**config.mk**
```make
export PLATFORM = sky130hd
export DESIGN_NAME = fixed_divider
export DESIGN_NICKNAME = d
export VERILOG_FILES = /design/src/rtl/fixed_divider.sv
export SDC_FILE = /design/constraint.sdc
export NUM_CORES = 1
export LEC_CHECK = 0
export ABC_CLOCK_PERIOD_IN_PS = 13800
export CAP_MARGIN = 5
export CORE_ASPECT_RATIO = 1.5
export CORE_MARGIN = 3
export CORE_UTILIZATION = 40
export DETAILED_ROUTE_END_ITERATION = 8
export MAX_ROUTING_LAYER = met4
export SLEW_MARGIN = 20
export SYNTH_ARGS = -nofsm -noshare
export SYNTH_HDL_FRONTEND = slang
export SYNTH_SLANG_ARGS = --single-unit
```
**constraint.sdc**
```tcl
create_clock -name aclk -period 13.8 [get_ports aclk]
set_clock_uncertainty 0.1 [all_clocks]
set_input_delay 2.76 -clock aclk [delete_from_list [all_inputs] [get_ports aclk]]
set_output_delay 2.76 -clock aclk [all_outputs]
set_load 0.02 [all_outputs]
```
**src/rtl/fixed_divider.sv**
```systemverilog
// fixed_divider: signed radix-2 restoring divider with AXI-Stream operand and result channels.
// One quotient bit is produced per cycle. Each input channel has a one-entry holding register,
// so the next operand pair can be collected while the current division is running.
module fixed_divider #(
    parameter int unsigned DIVIDEND_W = 48,
    parameter int unsigned DIVISOR_W  = 32
) (
    input  logic                  aclk,
    input  logic                  areset,
    input  logic                  s_axis_dividend_tvalid,
    output logic                  s_axis_dividend_tready,
    input  logic [DIVIDEND_W-1:0] s_axis_dividend_tdata,
    input  logic                  s_axis_divisor_tvalid,
    output logic                  s_axis_divisor_tready,
    input  logic [DIVISOR_W-1:0]  s_axis_divisor_tdata,
    output logic                  m_axis_dout_tvalid,
    input  logic                  m_axis_dout_tready,
    output logic [DIVIDEND_W-1:0] m_axis_dout_tdata,
    output logic [DIVISOR_W-1:0]  m_axis_dout_trem,
    output logic [1:0]            m_axis_dout_tuser
);

    localparam int unsigned CNT_W = (DIVIDEND_W > 1) ? $clog2(DIVIDEND_W) : 1;
    localparam logic [CNT_W-1:0] CNT_INIT = CNT_W'(DIVIDEND_W - 1);
    localparam logic [DIVIDEND_W-1:0] DVD_MIN = {1'b1, {(DIVIDEND_W-1){1'b0}}};
    localparam logic [DIVIDEND_W-1:0] DVD_MAX = {1'b0, {(DIVIDEND_W-1){1'b1}}};

    typedef enum logic [1:0] {
        StIdle,
        StCalc,
        StFix
    } state_e;

    // Operand holding registers
    logic                  dvd_full_q;
    logic [DIVIDEND_W-1:0] dvd_hold_q;
    logic                  dvs_full_q;
    logic [DIVISOR_W-1:0]  dvs_hold_q;
    logic                  dvd_accept;
    logic                  dvs_accept;

    // Control
    state_e                state_q;
    state_e                state_d;
    logic                  start;
    logic                  out_load;
    logic [CNT_W-1:0]      cnt_q;

    // Iteration datapath: quo_q starts as |dividend| and is shifted out MSB-first while the
    // quotient bits are shifted in at the LSB.
    logic [DIVIDEND_W-1:0] quo_q;
    logic [DIVISOR_W-1:0]  rem_q;
    logic [DIVISOR_W-1:0]  dvs_mag_q;
    logic                  dvd_neg_q;
    logic                  quo_neg_q;
    logic                  dbz_q;
    logic                  ovf_q;

    logic [DIVIDEND_W-1:0] dvd_mag;
    logic [DIVISOR_W-1:0]  dvs_mag;
    logic [DIVISOR_W:0]    shifted;
    logic [DIVISOR_W:0]    divisor_ext;
    logic                  sub_ok;
    logic [DIVISOR_W-1:0]  rem_step;
    logic [DIVIDEND_W-1:0] quo_step;

    logic [DIVIDEND_W-1:0] quo_fix;
    logic [DIVISOR_W-1:0]  rem_fix;
    logic [1:0]            user_fix;

    // Output register
    logic                  out_valid_q;
    logic [DIVIDEND_W-1:0] out_quo_q;
    logic [DIVISOR_W-1:0]  out_rem_q;
    logic [1:0]            out_user_q;

    assign s_axis_dividend_tready = ~dvd_full_q;
    assign s_axis_divisor_tready  = ~dvs_full_q;
    assign dvd_accept = s_axis_dividend_tvalid & ~dvd_full_q;
    assign dvs_accept = s_axis_divisor_tvalid & ~dvs_full_q;

    // Dividend holding register: filled on handshake, emptied when the FSM consumes the pair.
    // Accept and consume never coincide since accept needs the register empty.
    always_ff @(posedge aclk or posedge areset) begin
        if (areset) begin
            dvd_full_q <= 1'b0;
            dvd_hold_q <= '0;
        end else begin
            if (start) begin
                dvd_full_q <= 1'b0;
            end
            if (dvd_accept) begin
                dvd_full_q <= 1'b1;
                dvd_hold_q <= s_axis_dividend_tdata;
            end
        end
    end

    // Divisor holding register, same policy as the dividend side.
    always_ff @(posedge aclk or posedge areset) begin
        if (areset) begin
            dvs_full_q <= 1'b0;
            dvs_hold_q <= '0;
        end else begin
            if (start) begin
                dvs_full_q <= 1'b0;
            end
            if (dvs_accept) begin
                dvs_full_q <= 1'b1;
                dvs_hold_q <= s_axis_divisor_tdata;
            end
        end
    end

    // FSM state register.
    always_ff @(posedge aclk or posedge areset) begin
        if (areset) begin
            state_q <= StIdle;
        end else begin
            state_q <= state_d;
        end
    end

    // FSM next state: start a division when both operands are held, stall in FIX while the
    // output register is occupied and not draining.
    always_comb begin
        state_d  = state_q;
        start    = 1'b0;
        out_load = 1'b0;
        case (state_q)
            StIdle: begin
                if (dvd_full_q && dvs_full_q) begin
                    start   = 1'b1;
                    state_d = StCalc;
                end
            end
            StCalc: begin
                if (cnt_q == '0) begin
                    state_d = StFix;
                end
            end
            StFix: begin
                if (!out_valid_q || m_axis_dout_tready) begin
                    out_load = 1'b1;
                    state_d  = StIdle;
                end
            end
            default: begin
                state_d = StIdle;
            end
        endcase
    end

    // Operand magnitudes and one restoring shift/subtract step.
    always_comb begin
        // Negating the most negative value wraps to itself, which is the correct unsigned
        // magnitude 2^(W-1).
        dvd_mag     = dvd_hold_q[DIVIDEND_W-1] ? -dvd_hold_q : dvd_hold_q;
        dvs_mag     = dvs_hold_q[DIVISOR_W-1] ? -dvs_hold_q : dvs_hold_q;
        shifted     = {rem_q, quo_q[DIVIDEND_W-1]};
        divisor_ext = {1'b0, dvs_mag_q};
        sub_ok      = (shifted >= divisor_ext);
        rem_step    = sub_ok ? DIVISOR_W'(shifted - divisor_ext) : shifted[DIVISOR_W-1:0];
        quo_step    = {quo_q[DIVIDEND_W-2:0], sub_ok};
    end

    // Iteration registers: latch magnitudes/signs/flags on start, step once per CALC cycle.
    always_ff @(posedge aclk or posedge areset) begin
        if (areset) begin
            quo_q     <= '0;
            rem_q     <= '0;
            dvs_mag_q <= '0;
            dvd_neg_q <= 1'b0;
            quo_neg_q <= 1'b0;
            dbz_q     <= 1'b0;
            ovf_q     <= 1'b0;
            cnt_q     <= '0;
        end else if (start) begin
            quo_q     <= dvd_mag;
            rem_q     <= '0;
            dvs_mag_q <= dvs_mag;
            dvd_neg_q <= dvd_hold_q[DIVIDEND_W-1];
            quo_neg_q <= dvd_hold_q[DIVIDEND_W-1] ^ dvs_hold_q[DIVISOR_W-1];
            dbz_q     <= (dvs_hold_q == '0);
            ovf_q     <= (dvd_hold_q == DVD_MIN) && (dvs_hold_q == '1);
            cnt_q     <= CNT_INIT;
        end else if (state_q == StCalc) begin
            quo_q <= quo_step;
            rem_q <= rem_step;
            cnt_q <= cnt_q - CNT_W'(1);
        end
    end

    // Sign correction and special cases. Overflow needs no override: the magnitude 2^(W-1)
    // with a positive sign already reads as the most negative quotient, remainder zero.
    always_comb begin
        quo_fix  = quo_neg_q ? -quo_q : quo_q;
        rem_fix  = dvd_neg_q ? -rem_q : rem_q;
        user_fix = {dbz_q, ovf_q};
        if (dbz_q) begin
            quo_fix = dvd_neg_q ? DVD_MIN : DVD_MAX;
            rem_fix = '0;
        end
    end

    // Output register: loaded from FIX, cleared on a drain that is not refilled the same edge.
    always_ff @(posedge aclk or posedge areset) begin
        if (areset) begin
            out_valid_q <= 1'b0;
            out_quo_q   <= '0;
            out_rem_q   <= '0;
            out_user_q  <= '0;
        end else if (out_load) begin
            out_valid_q <= 1'b1;
            out_quo_q   <= quo_fix;
            out_rem_q   <= rem_fix;
            out_user_q  <= user_fix;
        end else if (out_valid_q && m_axis_dout_tready) begin
            out_valid_q <= 1'b0;
        end
    end

    assign m_axis_dout_tvalid = out_valid_q;
    assign m_axis_dout_tdata  = out_quo_q;
    assign m_axis_dout_trem   = out_rem_q;
    assign m_axis_dout_tuser  = out_user_q;

endmodule

```
* Word-level counts from Yosys, hierarchy flattened
Index checks and enable logic that the tools add are counted.
** Storage, ports and cells
- Input port bits :: 85
- Register bits :: 289
- Word-level logic and storage cells :: 76
- Output and inout port bits :: 85
** Cells by class
- Multiplexer cells :: 27
- $add $sub $neg :: 6
- Order comparisons :: 1
- Bitwise gates (word level) :: 5
- Eq/ne operators :: 7
- Reduce and logical (&&, ||, !) cells :: 13
** Operators by type and width (count)
- $mux W48 :: 6
- $mux W32 :: 6
- $neg A48 Y48 :: 2
- $neg A32 Y32 :: 2
- $eq A48 B48 Y1 const B :: 1
- $ge A33 B32 Y1 :: 1
- $eq A32 B32 Y1 const B :: 1
- $logic_not A32 Y1 :: 1
- $sub A32 B32 Y32 :: 1
- $mux W6 :: 2
- $mux W1 :: 9
- $reduce_bool A2 Y1 :: 4
- $logic_not A6 Y1 :: 1
- $mux W2 :: 3
- $ne A2 B2 Y1 const B :: 3
- $pmux W2 S3 :: 1
- $sub A6 B1 Y6 const B :: 1
- $logic_and A1 B1 Y1 :: 3
- $reduce_and A3 Y1 :: 1
- $and A1 B1 Y1 :: 2
- $eq A2 B1 Y1 const B :: 1
- $eq A2 B2 Y1 const B :: 1
- $logic_not A2 Y1 :: 1
- $not A1 Y1 :: 2
- other kinds (3) :: 3

* Longest topological paths before layout
Gate-level depths: netlist of the first run.
- Depth in word-level cells :: 5
- Gate-level depth with buffers :: 14
- Depth with buffers taken out :: 13

* Least setup slack after synthesis of the first run
OpenSTA, ideal clock, no wires.
- Kind :: input port to flip-flop
- Start point :: input m_axis_dout_tready
- End point :: register out_rem_q[0], in the netlist m_axis_dout_trem[0]
- Setup time :: 96 ps
- Arrival time :: 3917 ps
- Cell stages on the path :: 7
- Data required time :: 13604 ps
- Slack :: 9687 ps
- Path buffers :: 3
- Cells stage by stage :: nand2b_1 > nand2b_1 > clkbuf_1 > clkbuf_1 > clkbuf_1 > nand2_1 > o31ai_1
** On the way
- Cells in the longest elaborated chain, start to end :: 3
** RTL lines
- from (decl) :: line 17 : input logic m_axis_dout_tready,
- $logic_or A1 B1 Y1 :: line 143 : if (!out_valid_q || m_axis_dout_tready) begin
- $mux W1 :: line 143
- $mux W1 :: line 130 : case (state_q)
- to (signal assigned) :: line 216 : out_rem_q <= rem_fix;
- to (decl) :: line 74 : logic [DIVISOR_W-1:0] out_rem_q;
No other way between the ends.
A chain may end at the register's enable or synchronous reset.

* Worst setup path after layout of the first run
- Start point :: input m_axis_dout_tready
- End point :: register out_quo_q[22], in the netlist m_axis_dout_tdata[22]
** On the way
- Cells in the longest elaborated chain, start to end :: 3
** RTL lines
- $logic_or A1 B1 Y1 :: line 143
- $mux W1 :: line 143
- $mux W1 :: line 130
- to (signal assigned) :: line 215 : out_quo_q <= quo_fix;
- to (decl) :: line 73 : logic [DIVIDEND_W-1:0] out_quo_q;
No other way between the ends.

==> results.cfg, run 1 <==
[route]
drt_pass1_iterations = 5
drt-vias-per-instance = 5.55
met3WireLength_um = 1320
remaining_drcs = 0
drt.antenna.violating_nets = 0
avgRoutedWirePerCell_um = 18.6
drt_iter0_markers = 810
met1Wirelength_um = 17800
detail_route.wirelength_um = 44700
wl_met2_um = 23300
via_count = 13300
maxUsedRoutingLayer = met4

[cts]
cts_inserted_buffers = 30
post_cts_hold_buffer_count = 0
cts_tree = yes
post-cts-setup-buffers = 0
post_cts_sizing_count = 0
clk_pin_slew_ps = 60
clockBufferDepth = 3
clock_tree.htree_level_count = 1
cts-root-buf = sky130_fd_sc_hd__clkbuf_16
clock_latency_ps = 570
num_clock_sinks = 289

[status]
outcome = finished, final reports clean

[global_routing]
gr-usage-all-layers_pct = 21.0
grt_first_pass_wirelength_um = 71600
first_global_vias = 13500
globalRouteOverflowTotal = 0
grt_antenna_before_repair = 0
pin_count_of_the_biggest_net_entering_global_routing = 108

[sta]
timing.max_slew.rel_slack_pct = 29.1
tightest_pin_transition_ps = 1060
layout_min_cycle_time_ps = 4750
post-route-worst-setup-slack_ps = 9050
finalSetupTns_ps = 0
finalHoldWorstSlack_ps = 375
setup_violations = 0
timing_hold_violations_final = 0
timing_max_transition_violations_final = 0
finalCritPeriodShare_pct = 34.4
max_freq_mhz = 211
grt_setup_unrepaired = no

[final_layout]
post_layout_nonfiller_instances = 2400
diodes = 0
finish.net_count = 1999
area.growth.synth_to_final_pct = 18.8
drive_above_1_share_pct = 8.87
finalInstanceArea_um2 = 19600
final_util_pct = 48.4

[critical_path]
worst-endpoint-arrival_ps = 5140
critical_path.startpoint_type = input port
type_of_destination_of_the_critical_path = flip-flop
worstSetupStartpoint = m_axis_dout_tready
timing.setup.critical_path_class = in -> reg
rr_startpoint = quo_q[2]
path_max_fanout = 107
required_time_at_the_worst_slack_endpoint_ps = 14190

[floorplanning]
core_area_um2 = 40400
dieHeight_um = 254
core.rowCount = 90
initial_core_util_pct = 40.7
die_w_um = 172
die_footprint_um2 = 43700
pin_count = 170

[synthesis]
proportion_of_synthesized_chip_area_in_sequential_cells_pct = 43.9
async_flop_share_pct = 100
synth_edf_count = 0
syn-num-nets = 1887
synth_flop_cell = sky130_fd_sc_hd__dfrtp_1
ffs_latches_synth = 289
synth_warnings = 0
synth_cell_type_count = 62
netlist.top_cell.by_area = sky130_fd_sc_hd__dfrtp_1
yosys-top-cells-area = sky130_fd_sc_hd__dfrtp_1, sky130_fd_sc_hd__o21ai_0, sky130_fd_sc_hd__xor2_1
synth_area_um2 = 16500
synthesis.instances = 1762
avgSynthCellArea_um2 = 9.34
post-synth-top-area-fraction_pct = 43.9

[place]
dp_hpwl_um = 32900
place_ws_ps = 8000
cell_count_after_placement = 2347
post_dp_cell_area_um2 = 18600
io_buffer_count = 169
gp_routability_congestion = 0.926

[run]
maxCapViolCount = 0

[hold_path]
origin_of_the_worst_min_delay_path = m_axis_dout_trem[7]
worstHoldPathType = reg -> reg

[pwr]
power.density_nw_per_um2 = 255
cellLeakagePower_nw = 8.08
vdd.ir_drop.worst_mv = 0.123
totalPowerFinal_mw = 4.98
[synth_stat cells (all sizes together) (12+ instances only)]
master and number:
o21ai 282, nor3 21, o41ai 24, a21oi 62
or4 22, mux2i 26, xor2 111, a21o 24
ha 39, nand2b 21, dfrtp 289, nand4 17
a22o 14, xnor2 62, o31ai 45, nand3 29
inv 53, nor2 49, buf 12, clkbuf 94
nor2b 18, or3 19, nor4 20, a22oi 36
mux2 77, nand2 230
[report_power, final]
part	internal, mW	total [mW]	switching, mW
logic	1.13	2.49	1.36
registers	1.20	1.69	0.487
clock network	0.467	0.804	0.336
[final cells by class]
| cell class | count | area (µm²) |
|---|---|---|
| Fill cell | 3843 | 20900 |
| Multi-Input combinational cell | 1314 | 8680 |
| Sequential cell | 289 | 7230 |
| Timing Repair Buffer | 186 | 1840 |
| Clock buffer | 44 | 865 |
| Tap cell | 506 | 633 |
| Inverter | 53 | 206 |
| Clock inverter | 8 | 96.3 |
[cells in the final DEF (no fill, tap or decap), drive strengths merged, types with 22 or more instances in the layout]
cell / netlist / layout
o31ai: 45 / 45
nand2: 230 / 230
nand3: 29 / 29
dfrtp: 289 / 289
clkdlybuf4s50: 0 / 169
nor2: 49 / 49
a21oi: 62 / 62
xnor2: 62 / 62
a22oi: 36 / 36
clkbuf: 94 / 44
inv: 53 / 53
mux2i: 26 / 26
or4: 22 / 22
mux2: 77 / 77
o41ai: 24 / 24
xor2: 111 / 111
ha: 39 / 39
a21o: 24 / 24
o21ai: 282 / 282
[path summary, 6_finish.rpt]
path,endpoint,slack (ps),depth (start not counted)
worst min register to register,m_axis_dout_trem[7],370,2
worst max-delay path,m_axis_dout_tdata[22],9050,7
max in group asynchronous,dvd_hold_q[40],9060,5
worst max register to register,m_axis_dout_tdata[45],10160,9
min in group asynchronous,m_axis_dout_trem[16],2580,2
worst min-delay path,m_axis_dout_trem[7],370,2
[worst max-delay path, stage by stage]
cell                              delay, ps
sky130_fd_sc_hd__clkdlybuf4s50_1        390
sky130_fd_sc_hd__nand2b_1               260
sky130_fd_sc_hd__nand2b_4               130
sky130_fd_sc_hd__buf_4                  740
sky130_fd_sc_hd__nor2_1                 370
sky130_fd_sc_hd__buf_4                  300
sky130_fd_sc_hd__a21oi_1                150
[per-layer routing]
| metal | vias to the layer above | GRT usage (%) |
|---|---|---|
| met5 | - | - |
| met4 | 0 | 9.20 |
| met2 | 251 | 37.3 |
| met3 | 100 | 1.83 |
| met1 | 6444 | 24.0 |
| li1 | 6513 | - |
[flip-flops by register name, indices dropped and copies added, names as in the netlist]
name / cells
state_q: 2
dvs_mag_q: 32
m_axis_dout_tuser: 2
ovf_q: 1
m_axis_dout_trem: 32
quo_neg_q: 1
dvs_full_q: 1
m_axis_dout_tvalid: 1
rem_q: 32
cnt_q: 6
quo_q: 48
dvd_hold_q: 48
dvd_full_q: 1
dvd_neg_q: 1
m_axis_dout_tdata: 48
dvs_hold_q: 32
dbz_q: 1
[kinds of logic after synthesis]
logic type	count (synthesis)	share of synthesized area, %
compound gates	527	19.3
xor+xnor	173	9.21
fa+ha+maj	40	3.09
buf+inv	159	3.64
flops	289	43.9
mux	103	6.85
simple gates	471	13.9
Note: power is estimated with default switching activity, not from simulation.
==> run 2: changes to the inputs <==
--- a/config.mk
+++ b/config.mk
@@ -5,7 +5,7 @@
 export SDC_FILE = /design/constraint.sdc
 export NUM_CORES = 1
 export LEC_CHECK = 0
-export ABC_CLOCK_PERIOD_IN_PS = 13800
+export ABC_CLOCK_PERIOD_IN_PS = 4700
 export CAP_MARGIN = 5
 export CORE_ASPECT_RATIO = 1.5
 export CORE_MARGIN = 3
==> constraint.sdc (replaced) <==
create_clock -name aclk -period 4.7 [get_ports aclk]
set_clock_uncertainty 0.1 [all_clocks]
set_input_delay 0.94 -clock aclk [delete_from_list [all_inputs] [get_ports aclk]]
set_output_delay 0.94 -clock aclk [all_outputs]
set_load 0.02 [all_outputs]
==> run 2 against run 1 <==
  * Flip-flop and latch count did not move
  * Die area did not move
  * Cell count rose by 0.13%
  * Worst hold slack improved by 1.7 ps
  * Register-to-register slack got worse by 8800 ps
  * First-iteration DRC count rose by 7.2%
  * Worst setup slack got worse by 7700 ps
  * Sequential share of layout area fell by 0.16 points
  * Core utilization rose by 0.22 points
==> results.cfg, run 2 (same netlist as run 1, synthesis figures left out) <==
[cts]
clk_pin_slew_ps = 60
clockBufferDepth = 3
cts_inserted_buffers = 30
cts-root-buf = sky130_fd_sc_hd__clkbuf_16
clock_latency_ps = 580
post-cts-setup-buffers = 0
post_cts_sizing_count = 0
num_clock_sinks = 289
clock_tree.htree_level_count = 1
post_cts_hold_buffer_count = 0
cts_tree = yes

[floorplanning]
core.rowCount = 90
dieHeight_um = 254
pin_count = 170
die_footprint_um2 = 43700
initial_core_util_pct = 40.7
core_area_um2 = 40400
die_w_um = 172

[sta]
finalHoldWorstSlack_ps = 376
timing_hold_violations_final = 0
grt_setup_unrepaired = no
max_freq_mhz = 297
timing_max_transition_violations_final = 0
post-route-worst-setup-slack_ps = 1330
finalCritPeriodShare_pct = 71.6
setup_violations = 0
layout_min_cycle_time_ps = 3370
timing.max_slew.rel_slack_pct = 31.3
tightest_pin_transition_ps = 1030

[status]
outcome = finished, final reports clean

[final_layout]
layout_common_cells = sky130_fd_sc_hd__dfrtp_1, sky130_fd_sc_hd__o21ai_0, sky130_fd_sc_hd__nand2_1, sky130_fd_sc_hd__clkdlybuf4s50_1, sky130_fd_sc_hd__xor2_1
most_frequent_standard_cell_in_the_layout_excluding_fill_and_tap_cells = sky130_fd_sc_hd__dfrtp_1
post_layout_nonfiller_instances = 2403
finish.net_count = 2001
area.growth.synth_to_final_pct = 19.4
drive_above_1_share_pct = 9.23
area.sequential_um2 = 7230
final_util_pct = 48.6
diodes = 0
fillerInstances = 3750
multi_input_area_um2 = 8670

[pwr]
totalPowerFinal_mw = 14.8
cellLeakagePower_nw = 8.11
share_comb_of_total_power_pct = 49.2
netSwitchingFraction_pct = 43.7
clock_power_share_pct = 16.9
seq_power_share_pct = 33.9
p_int_mw = 8.34
vdd.ir_drop.worst_mv = 0.415
power.density_nw_per_um2 = 754
power.net_switching_mw = 6.47

[hold_path]
worstHoldPathType = reg -> reg

[place]
io_buffer_count = 169
place_ws_ps = 1320
gp_routability_congestion = 0.912
dp_hpwl_um = 34200
cell_count_after_placement = 2350

[critical_path]
type_of_destination_of_the_critical_path = flip-flop
timing.setup.critical_path_class = reg -> reg
crit_chain = or3_1 > nor3_2 > nand3b_1 > or4_1 > or3_1 > o41ai_2 > xor2_1 > a21oi_1
worst-endpoint-arrival_ps = 3720
cpPeakStageDelay_ps = 580
required_time_at_the_worst_slack_endpoint_ps = 5060
path_max_fanout = 5
crit_slowest_cell = sky130_fd_sc_hd__or4_1
critical_path.startpoint_type = flip-flop
cp_common_cell = sky130_fd_sc_hd__or3_1

[route]
drt-vias-per-instance = 5.61
drt_iter0_markers = 868
detail_route.wirelength_um = 46300
drt_pass1_iterations = 5
via_count = 13500
remaining_drcs = 0
drt.antenna.violating_nets = 0
avgRoutedWirePerCell_um = 19.3

[global_routing]
groute.layer.met1.usage_pct = 23.9
globalRouteOverflowTotal = 0
top_usage_layer = met2
grt_first_pass_wirelength_um = 73300
gr-usage-met2_pct = 39.3
first_global_vias = 13500
grt_use_met3_pct = 2.14
grt_antenna_before_repair = 0
gr-usage-all-layers_pct = 21.6
pin_count_of_the_biggest_net_entering_global_routing = 123

[run]
maxCapViolCount = 0
[run 2: changes by cell type in the layout (fill, tap and decap cells not counted), sizes merged]
cell      previous run  this run
buf                 17        19
clkbuf              44        48
clkinv               5         1
clkinvlp             1         3
inv                 53        52
[run 2: critical path: cells and delay by family (launching register included)]
family	cells	cell delay, ps
compound gates	2	590
flops	1	430
simple gates	5	1940
xor+xnor	1	210
[run 2: path summary, 6_finish.rpt]
path,startpoint,endpoint,slack [ps],cells past startpoint
worst min register to register,m_axis_dout_trem[12],m_axis_dout_trem[12],380,2
worst min-delay path,m_axis_dout_trem[12],m_axis_dout_trem[12],380,2
worst max-delay path,quo_q[9],m_axis_dout_tdata[46],1330,8
worst max register to register,quo_q[9],m_axis_dout_tdata[46],1330,8
max in group asynchronous,areset,dvs_mag_q[18],3030,3
min in group asynchronous,areset,m_axis_dout_tdata[4],840,3
[run 2: layout make-up]
type                       instances  area share [%]
clock inverter                     5           0.408
clock buffer                      48            4.84
tap                              506            3.22
inverter                          53            1.03
timing repair buffer             188            9.53
sequential                       289            36.8
multi-input combinational       1314            44.1
[run 2: power by group through the flow]
stage	Sequential, mW	Combinational [mW]	Clock (mW)
floorplan	4.60	5.54	0
global placement	5.01	7.21	0
detailed placement	5.05	7.32	0
CTS	5.01	7.36	2.56
global route	5.20	8.16	2.64
finish	5.02	7.29	2.50
[run 2: layer usage]
layer | vias up | wire, µm
met5 | - | 0
met4 | 0 | 2120
met3 | 103 | 1390
met2 | 314 | 25000
met1 | 6540 | 17800
li1 | 6528 | -
[run 2: through the flow]
step | cell area, µm² | TNS (ps)
after global routing | 19600 | 0
after floorplan | 16500 | -50050
after detailed placement | 18600 | 0
after global placement | 18600 | 0
after CTS | 19600 | 0
final | 19600 | 0
